`src/rtl/bank_stats_pkg.sv`:
```
// Shared widths, tag-table entry layout and saturating accumulate helper
// for the per-bank request latency tracker.
package bank_stats_pkg;

  localparam int REQ_ID_W = 32;
  localparam int ADDR_W   = 32;
  localparam int CYCLE_W  = 64;

  typedef struct packed {
    logic                valid;
    logic [REQ_ID_W-1:0] id;
    logic [CYCLE_W-1:0]  issue_cycle;
    logic [ADDR_W-1:0]   addr;
  } lat_entry_t;

  function automatic logic [CYCLE_W-1:0] sat_add(input logic [CYCLE_W-1:0] a,
                                                 input logic [CYCLE_W-1:0] b);
    logic [CYCLE_W:0] s;
    s = {1'b0, a} + {1'b0, b};
    return s[CYCLE_W] ? {CYCLE_W{1'b1}} : s[CYCLE_W-1:0];
  endfunction

endpackage

```
`src/rtl/bank_latency_tag_table.sv`:
```
// Outstanding-request tag table: lowest-free allocation, CAM lookup with
// lowest-hit priority, and occupancy counter. Lookup sees pre-cycle contents.
module bank_latency_tag_table
  import bank_stats_pkg::*;
#(
  parameter int DEPTH = 16,
  localparam int IDX_W = $clog2(DEPTH),
  localparam int CNT_W = $clog2(DEPTH + 1)
) (
  input  logic                clk,
  input  logic                reset,
  input  logic                req_fire,
  input  logic [REQ_ID_W-1:0] req_id,
  input  logic [ADDR_W-1:0]   req_addr,
  input  logic [CYCLE_W-1:0]  req_cycle,
  input  logic                resp_fire,
  input  logic [REQ_ID_W-1:0] resp_id,
  output logic                hit,
  output logic [CYCLE_W-1:0]  hit_issue_cycle,
  output logic [ADDR_W-1:0]   hit_addr,
  output logic                full,
  output logic                drop,
  output logic [CNT_W-1:0]    count
);

  lat_entry_t       entry_reg [DEPTH];
  logic [DEPTH-1:0] match_vec;
  logic [DEPTH-1:0] free_vec;
  logic [IDX_W-1:0] free_idx;
  logic [IDX_W-1:0] hit_idx;
  logic [CNT_W-1:0] count_reg;
  logic [CNT_W-1:0] count_next;
  logic             alloc;

  for (genvar gi = 0; gi < DEPTH; gi++) begin : g_cam
    assign match_vec[gi] = entry_reg[gi].valid && (entry_reg[gi].id == resp_id);
    assign free_vec[gi]  = !entry_reg[gi].valid;
  end

  // Descending scan so the lowest set index is the last one written.
  always_comb begin
    free_idx = '0;
    hit_idx  = '0;
    for (int i = DEPTH - 1; i >= 0; i--) begin
      if (free_vec[i])  free_idx = IDX_W'(i);
      if (match_vec[i]) hit_idx  = IDX_W'(i);
    end
  end

  assign full            = (count_reg == CNT_W'(DEPTH));
  assign alloc           = req_fire && !full;
  assign drop            = req_fire && full;
  assign hit             = resp_fire && (|match_vec);
  assign hit_issue_cycle = entry_reg[hit_idx].issue_cycle;
  assign hit_addr        = entry_reg[hit_idx].addr;
  assign count           = count_reg;

  always_comb begin
    count_next = count_reg;
    case ({alloc, hit})
      2'b10:   count_next = count_reg + 1'b1;
      2'b01:   count_next = count_reg - 1'b1;
      default: count_next = count_reg;
    endcase
  end

  // A free slot and a hit slot are never the same entry, so both may act at once.
  always_ff @(posedge clk) begin
    for (int i = 0; i < DEPTH; i++) begin
      if (!reset) begin
        entry_reg[i].valid <= 1'b0;
      end else if (alloc && free_idx == IDX_W'(i)) begin
        entry_reg[i] <= '{valid: 1'b1, id: req_id, issue_cycle: req_cycle, addr: req_addr};
      end else if (hit && hit_idx == IDX_W'(i)) begin
        entry_reg[i].valid <= 1'b0;
      end
    end
    if (!reset) count_reg <= '0;
    else        count_reg <= count_next;
  end

endmodule

```
`src/rtl/bank_request_latency_tracker.sv`:
```
// Per-bank request latency tracker: matches responses to requests and keeps
// running latency statistics. Define BANK_LATENCY_TRACE_EN for a CSV trace.
module bank_request_latency_tracker
  import bank_stats_pkg::*;
#(
  parameter int RANK  = 0,
  parameter int BANK  = 0,
  parameter int DEPTH = 16,
  parameter int LAT_W = 32
) (
  input  logic                         clk,
  input  logic                         reset,
  input  logic                         req_fire,
  input  logic [31:0]                  req_id,
  input  logic [31:0]                  req_addr,
  input  logic                         resp_fire,
  input  logic [31:0]                  resp_id,
  input  logic [63:0]                  global_cycle,
  input  logic                         stat_clear,
  output logic [$clog2(DEPTH+1)-1:0]   outstanding,
  output logic                         table_full,
  output logic                         last_valid,
  output logic [LAT_W-1:0]             last_latency,
  output logic [LAT_W-1:0]             lat_count,
  output logic [63:0]                  lat_sum,
  output logic [LAT_W-1:0]             lat_min,
  output logic [LAT_W-1:0]             lat_max,
  output logic                         err_overflow,
  output logic                         err_orphan
);

  localparam logic [63:0] LAT_CAP = {64{1'b1}} >> (64 - LAT_W);

  logic               tbl_hit;
  logic               tbl_full;
  logic               tbl_drop;
  logic [CYCLE_W-1:0] tbl_hit_issue_cycle;
  logic [ADDR_W-1:0]  tbl_hit_addr;
  logic [63:0]        lat_diff;
  logic [LAT_W-1:0]   lat_sat;

  logic               last_valid_reg;
  logic [LAT_W-1:0]   last_latency_reg;
  logic [LAT_W-1:0]   lat_count_reg;
  logic [63:0]        lat_sum_reg;
  logic [LAT_W-1:0]   lat_min_reg;
  logic [LAT_W-1:0]   lat_max_reg;
  logic               err_overflow_reg;
  logic               err_orphan_reg;

  bank_latency_tag_table #(.DEPTH(DEPTH)) u_tag_table (
    .clk             (clk),
    .reset           (reset),
    .req_fire        (req_fire),
    .req_id          (req_id),
    .req_addr        (req_addr),
    .req_cycle       (global_cycle),
    .resp_fire       (resp_fire),
    .resp_id         (resp_id),
    .hit             (tbl_hit),
    .hit_issue_cycle (tbl_hit_issue_cycle),
    .hit_addr        (tbl_hit_addr),
    .full            (tbl_full),
    .drop            (tbl_drop),
    .count           (outstanding)
  );

  // Modular subtraction tolerates a wrapped cycle counter.
  assign lat_diff = global_cycle - tbl_hit_issue_cycle;
  assign lat_sat  = (lat_diff > LAT_CAP) ? {LAT_W{1'b1}} : lat_diff[LAT_W-1:0];

  always_ff @(posedge clk) begin
    if (!reset) begin
      last_valid_reg   <= 1'b0;
      last_latency_reg <= '0;
      lat_count_reg    <= '0;
      lat_sum_reg      <= '0;
      lat_min_reg      <= '1;
      lat_max_reg      <= '0;
      err_overflow_reg <= 1'b0;
      err_orphan_reg   <= 1'b0;
    end else begin
      last_valid_reg <= tbl_hit;
      if (tbl_hit) last_latency_reg <= lat_sat;
      // A clear in the same cycle as a hit discards that sample.
      if (stat_clear) begin
        lat_count_reg <= '0;
        lat_sum_reg   <= '0;
        lat_min_reg   <= '1;
        lat_max_reg   <= '0;
      end else if (tbl_hit) begin
        if (lat_count_reg != {LAT_W{1'b1}}) lat_count_reg <= lat_count_reg + 1'b1;
        lat_sum_reg <= sat_add(lat_sum_reg, 64'(lat_sat));
        if (lat_sat < lat_min_reg) lat_min_reg <= lat_sat;
        if (lat_sat > lat_max_reg) lat_max_reg <= lat_sat;
      end
      if (tbl_drop)              err_overflow_reg <= 1'b1;
      if (resp_fire && !tbl_hit) err_orphan_reg   <= 1'b1;
    end
  end

  assign table_full   = tbl_full;
  assign last_valid   = last_valid_reg;
  assign last_latency = last_latency_reg;
  assign lat_count    = lat_count_reg;
  assign lat_sum      = lat_sum_reg;
  assign lat_min      = lat_min_reg;
  assign lat_max      = lat_max_reg;
  assign err_overflow = err_overflow_reg;
  assign err_orphan   = err_orphan_reg;

`ifdef BANK_LATENCY_TRACE_EN
  initial begin
    $display("bank_latency_trace_rank%0d_bank%0d: RequestID,Address,IssueCycle,RespCycle,Latency", RANK, BANK);
  end

  always @(posedge clk) begin
    if (reset) begin
      if (tbl_hit)
        $display("bank_latency_trace_rank%0d_bank%0d: %0d,%0d,%0d,%0d,%0d", RANK, BANK,
                 resp_id, tbl_hit_addr, tbl_hit_issue_cycle, global_cycle, lat_sat);
      if (tbl_drop)
        $display("bank_latency_trace_rank%0d_bank%0d: %0d,%0d,%0d,,-1", RANK, BANK,
                 req_id, req_addr, global_cycle);
      if (resp_fire && !tbl_hit)
        $display("bank_latency_trace_rank%0d_bank%0d: %0d,,,%0d,-1", RANK, BANK,
                 resp_id, global_cycle);
    end
  end
`else
  // Address and instance indices only feed the trace.
  logic unused_trace;
  assign unused_trace = ^{tbl_hit_addr, RANK[0], BANK[0]};
`endif

endmodule

```
`config.mk`:
```
export PLATFORM = sky130hd
export DESIGN_NAME = bank_request_latency_tracker
export DESIGN_NICKNAME = d
export VERILOG_FILES = /design/src/rtl/bank_stats_pkg.sv /design/src/rtl/bank_latency_tag_table.sv /design/src/rtl/bank_request_latency_tracker.sv
export SDC_FILE = /design/constraint.sdc
export NUM_CORES = 2
export LEC_CHECK = 0
export CAP_MARGIN = 20
export CORE_ASPECT_RATIO = 0.8
export CORE_UTILIZATION = 41
export DETAILED_ROUTE_END_ITERATION = 8
export PLACE_DENSITY_LB_ADDON = 0.25
export SYNTH_ARGS = -nofsm -noshare
export SYNTH_HDL_FRONTEND = slang
export SYNTH_SLANG_ARGS = --single-unit
```
`constraint.sdc`:
```
create_clock -name clk -period 35.3 [get_ports clk]
set_input_delay 10.59 -clock clk [delete_from_list [all_inputs] [get_ports clk]]
set_output_delay 10.59 -clock clk [all_outputs]
set_load 0.05 [all_outputs]
```
==> results <==
- The number of cells on the worst reg-to-reg path is 47.
- Entering global routing, the biggest net connects 196 pins.
- Derived from the worst setup path, the maximum achievable clock frequency is 36.0 MHz.
- The floorplan step defined a die boundary enclosing just under 200000 sq um.
- The number of antenna violations at the first check in global routing was 32.
- At the worst endpoint, the arrival time is approximately 28000 ps.
- The final routed DRC violation total is 0.
- The type of the most critical hold path is flip-flop to flip-flop.
- The final clock skew is about 36 ps.
- Setup total negative slack on the finished layout was measured at 0 ps.
- The critical path starts at resp_id[25].
- IR analysis of the VDD net gives a maximum drop of 0.0413 mV.
- The count of buffers added on input and output ports is around 330.
- Once layout is complete, the cells apart from fillers number just over 9000.
- In this run, the number of DRC markers left after iteration 0 of detailed routing was about 6000.
- For this run, the number of Yosys warnings is 0.
- The most used flip-flop cell after synthesis is edfxtp_1.
- The horizontal die dimension is between 400 and 500 um.
- The type of destination of the critical path is a flip-flop.
- The number of global-route vias before repair was roughly 51000.
- The max-capacitance violation count is 0.
- The number of hold buffers added after CTS is 0.
- Compared with the post-synthesis result, the final layout area differs by 15.5%.
- The power after layout is 4.43 mW.
- The largest single stage delay on the critical path is 900 ps.
- The setup-violating endpoint count in the final report is 0.
- The maximum net fanout on the critical path is 75.
- The first detailed-routing pass ran for 6 iterations.
- The final layout contains approximately 6900 nets.
- After synthesis the cells add up to roughly 80000 sq um.
- Routability-driven placement finished with a final weighted congestion of approximately 0.96.
- The number of flip-flops under the largest register name is 1552.
- The per-instance average area after synthesis is 12.9 sq um.
- For this configuration, the core starts out at a cell density of between 40 and 50%.
- The CTS sink count is ~1800.
- The number of filler cells placed in the layout is 16900.
- The worst setup path is launched from an input port.
- After clock tree synthesis, the clock-pin slew on the worst setup and hold paths is roughly 60 ps.
- The count of unique library cells instantiated by Yosys is 94.
- The synthesized instance count is slightly above 6000.
- In the post-route analysis, the smallest setup slack over all paths is about 7600 ps.
- The classification of the worst setup path is input port to flip-flop.
- The number of placed cells counting well taps is roughly 8900.
- For this run, the share of the core covered by cells in the final layout is between 40% and 50%.
- The core area is about 190000 sq um.
- The clock latency on the worst-skew pair is slightly above 800 ps.
- The via count is ~54000.
- The setup slack at placement is 7150 ps.
- Yosys mapped a number of flops with a built-in enable equal to between 1500 and 2000.
- The number of max-slew violations in the final report is 0.
- The critical path capture point is lat_sum[57]$_SDFFE_PP0P_.
- The required time at the worst-slack endpoint is 35920 ps.
- The cell that appears most often on the critical path is buf_4.
- The share of flip-flops with an asynchronous set or reset is 0%.
- The run finished with clean final reports.
- Sequential cells were found to cover between 60 and 70% of the synthesized design area.
- The power density over the cells is 47.8 nW/um^2.
- The CTS tree is yes.
- The total wire length after detailed routing is about 250000 um.
- The master cell of the clock root buffer is clkbuf_16.
- The slew at the pin closest to its max-slew limit is around 1300 ps.
- The analysis attributes to cell leakage a power of approximately 30 nW.
- TritonCTS created ~180 clock buffers.
- The total half-perimeter wirelength after legalization and detailed placement is 147000 um.
- The antenna violation net count after detailed routing is 0.
- For this run, the total global-route usage over all layers was measured as between 20% and 30%.
- The number of I/O pins is around 370.
- The worst path uses approximately four fifths of the clock period.
- After clock tree synthesis, the setup repair step added 0 buffers.
- The clock period could shrink to 27750 ps.
- The average via count per standard cell is ~5.8.
- The fraction of final layout cells sized beyond drive strength 1 is under 10%.
- The H-tree depth reported by CTS is 4.
- The launch instance of the worst register-to-register path is u_tag_table.entry_reg[15][121]$_DFFE_PP_.
- After synthesis the netlist holds a flip-flop and latch count of ~1800.
- The die extent in y is about 400 um.
- The worst slew margin relative to its limit is a little over a tenth.
- The slowest stage cell on the critical path is buf_4.
- The worst register-to-register path ends at lat_sum[57]$_SDFFE_PP0P_.
- Counting along the longest clock path gives a buffer depth of 3.
- In the final routed layout, each cell accounts on average for 26.7 um.
- The global-route wire length before repair is ~350000 um.
- The placement row count is between 100 and 150.
- The hold violation count in the final report is 0.
- Gates resized during post-CTS repair numbered 0.
- The worst reg-to-reg setup slack is 17910 ps.
- The synthesized netlist net count is 6535.
- Summed over all layers, the global routing overflow is 0.
- Setup repair after global routing left no endpoint under its margin.
-- metrics by stage --
step	cell area, sq um	hold slack [ps]
floorplan	80100	541
global placement	86600	452
detailed placement	86600	461
CTS	92400	476
global route	92500	499
finish	92500	472
-- cell type report --
class | count | area (sq um) | share of cell area [%]
Sequential cell | 1752 | 50600 | 54.7
Multi-Input combinational cell | 4001 | 28000 | 30.2
Clock buffer | 224 | 4740 | 5.12
Timing Repair Buffer | 477 | 4440 | 4.80
Tap cell | 2555 | 3200 | 3.46
Clock inverter | 95 | 1060 | 1.15
Inverter | 135 | 507 | 0.548
Antenna cell | 8 | 20.0 | 0.0216
-- power by group --
part	switching, mW	internal, mW
registers	0.00547	2.27
clock network	0.819	1.08
logic	0.181	0.0753
-- cell usage after synthesis, types with 16 or more instances --
master | number | area [sq um]
nand4_1 | 140 | 876
nand4b_1 | 16 | 140
o2111ai_1 | 17 | 149
nand2_1 | 363 | 1360
o21bai_1 | 19 | 143
xor2_1 | 394 | 3450
nand2b_1 | 92 | 576
o221ai_1 | 54 | 473
o21a_1 | 22 | 165
edfxtp_1 | 1551 | 46600
nor2_1 | 274 | 1030
buf_2 | 63 | 315
o21ai_1 | 33 | 165
or3_1 | 22 | 138
nor4_1 | 162 | 1010
inv_1 | 133 | 499
buf_1 | 36 | 135
nand3_1 | 130 | 651
o21ai_0 | 210 | 1050
a31oi_1 | 18 | 113
xnor2_1 | 206 | 1800
nor2b_1 | 156 | 976
mux2i_1 | 369 | 3690
a21o_1 | 44 | 330
and4_1 | 20 | 175
nor3_1 | 122 | 611
o211ai_1 | 34 | 255
mux2_2 | 77 | 867
a21oi_1 | 446 | 2230
clkbuf_1 | 209 | 785
dfxtp_1 | 201 | 4020
and3_1 | 32 | 200
ha_1 | 161 | 2010
a211oi_1 | 177 | 1330
-- worst min-delay path by stage --
stage | start | endpoint | slack, ps | cells past startpoint
floorplan | u_tag_table.entry_reg[8][128]$_DFF_P_ | u_tag_table.entry_reg[8][128]$_DFF_P_ | 540 | 2
global placement | last_latency[6]$_SDFFE_PN0P_ | last_latency[6]$_SDFFE_PN0P_ | 450 | 2
detailed placement | err_overflow$_SDFFE_PN0P_ | err_overflow$_SDFFE_PN0P_ | 460 | 2
CTS | last_latency[22]$_SDFFE_PN0P_ | last_latency[22]$_SDFFE_PN0P_ | 480 | 2
global route | last_latency[1]$_SDFFE_PN0P_ | last_latency[1]$_SDFFE_PN0P_ | 500 | 2
finish | last_latency[22]$_SDFFE_PN0P_ | last_latency[22]$_SDFFE_PN0P_ | 470 | 2
-- routing by layer --
| metal | up-vias | routed length, um | global-route usage [%] | share of wire, % |
|---|---|---|---|---|
| met4 | 14 | 6360 | 6.71 | 2.6 |
| li1 | 24200 | - | - | - |
| met3 | 398 | 20300 | 4.63 | 8.2 |
| met2 | 2233 | 112000 | 38.0 | 45 |
| met1 | 27000 | 109000 | 35.1 | 44 |
| met5 | - | 83 | 0 | 0.034 |
-- worst max-delay path: cells and delay by family --
kind                     cells  cell delay (ps)
AO/OA/AOI/OAI               24             7370
adder cells (fa/ha/maj)      2              640
AND/OR/NAND/NOR             14             4890
multiplexers                 1              300
buffers and inverters        7             4050
XOR/XNOR                     1              230
-- cell families (layout without fill, tap and decap cells) --
group           Yosys count  in the layout  synth area share (%)
simple gates           1610           1610                  10.5
other cells               0              8                     0
xor+xnor                601            601                  6.59
buf+inv                 453            931                  2.28
fa+ha+maj               164            164                  2.59
compound gates         1179           1179                  9.20
flops                  1752           1752                  63.2
mux                     447            447                  5.71
-- cell usage in the layout, fill, tap and decap left out, types with 32 or more instances in the layout --
master and instances:
a211oi_1 177, a21o_1 44, a21oi_1 446, and3_1 32
buf_4 139, clkbuf_1 36, clkbuf_16 180, clkdlybuf4s50_1 322
clkinv_1 32, dfxtp_1 201, edfxtp_1 1551, ha_1 161
inv_1 133, mux2_2 77, mux2i_1 369, nand2_1 362
nand2b_1 91, nand3_1 130, nand4_1 140, nor2_1 256
nor2b_1 156, nor3_1 122, nor4_1 161, o211ai_1 34
o21ai_0 210, o21ai_1 32, o221ai_1 53, xnor2_1 206
xor2_1 394
(Power assumes the default switching activity.)
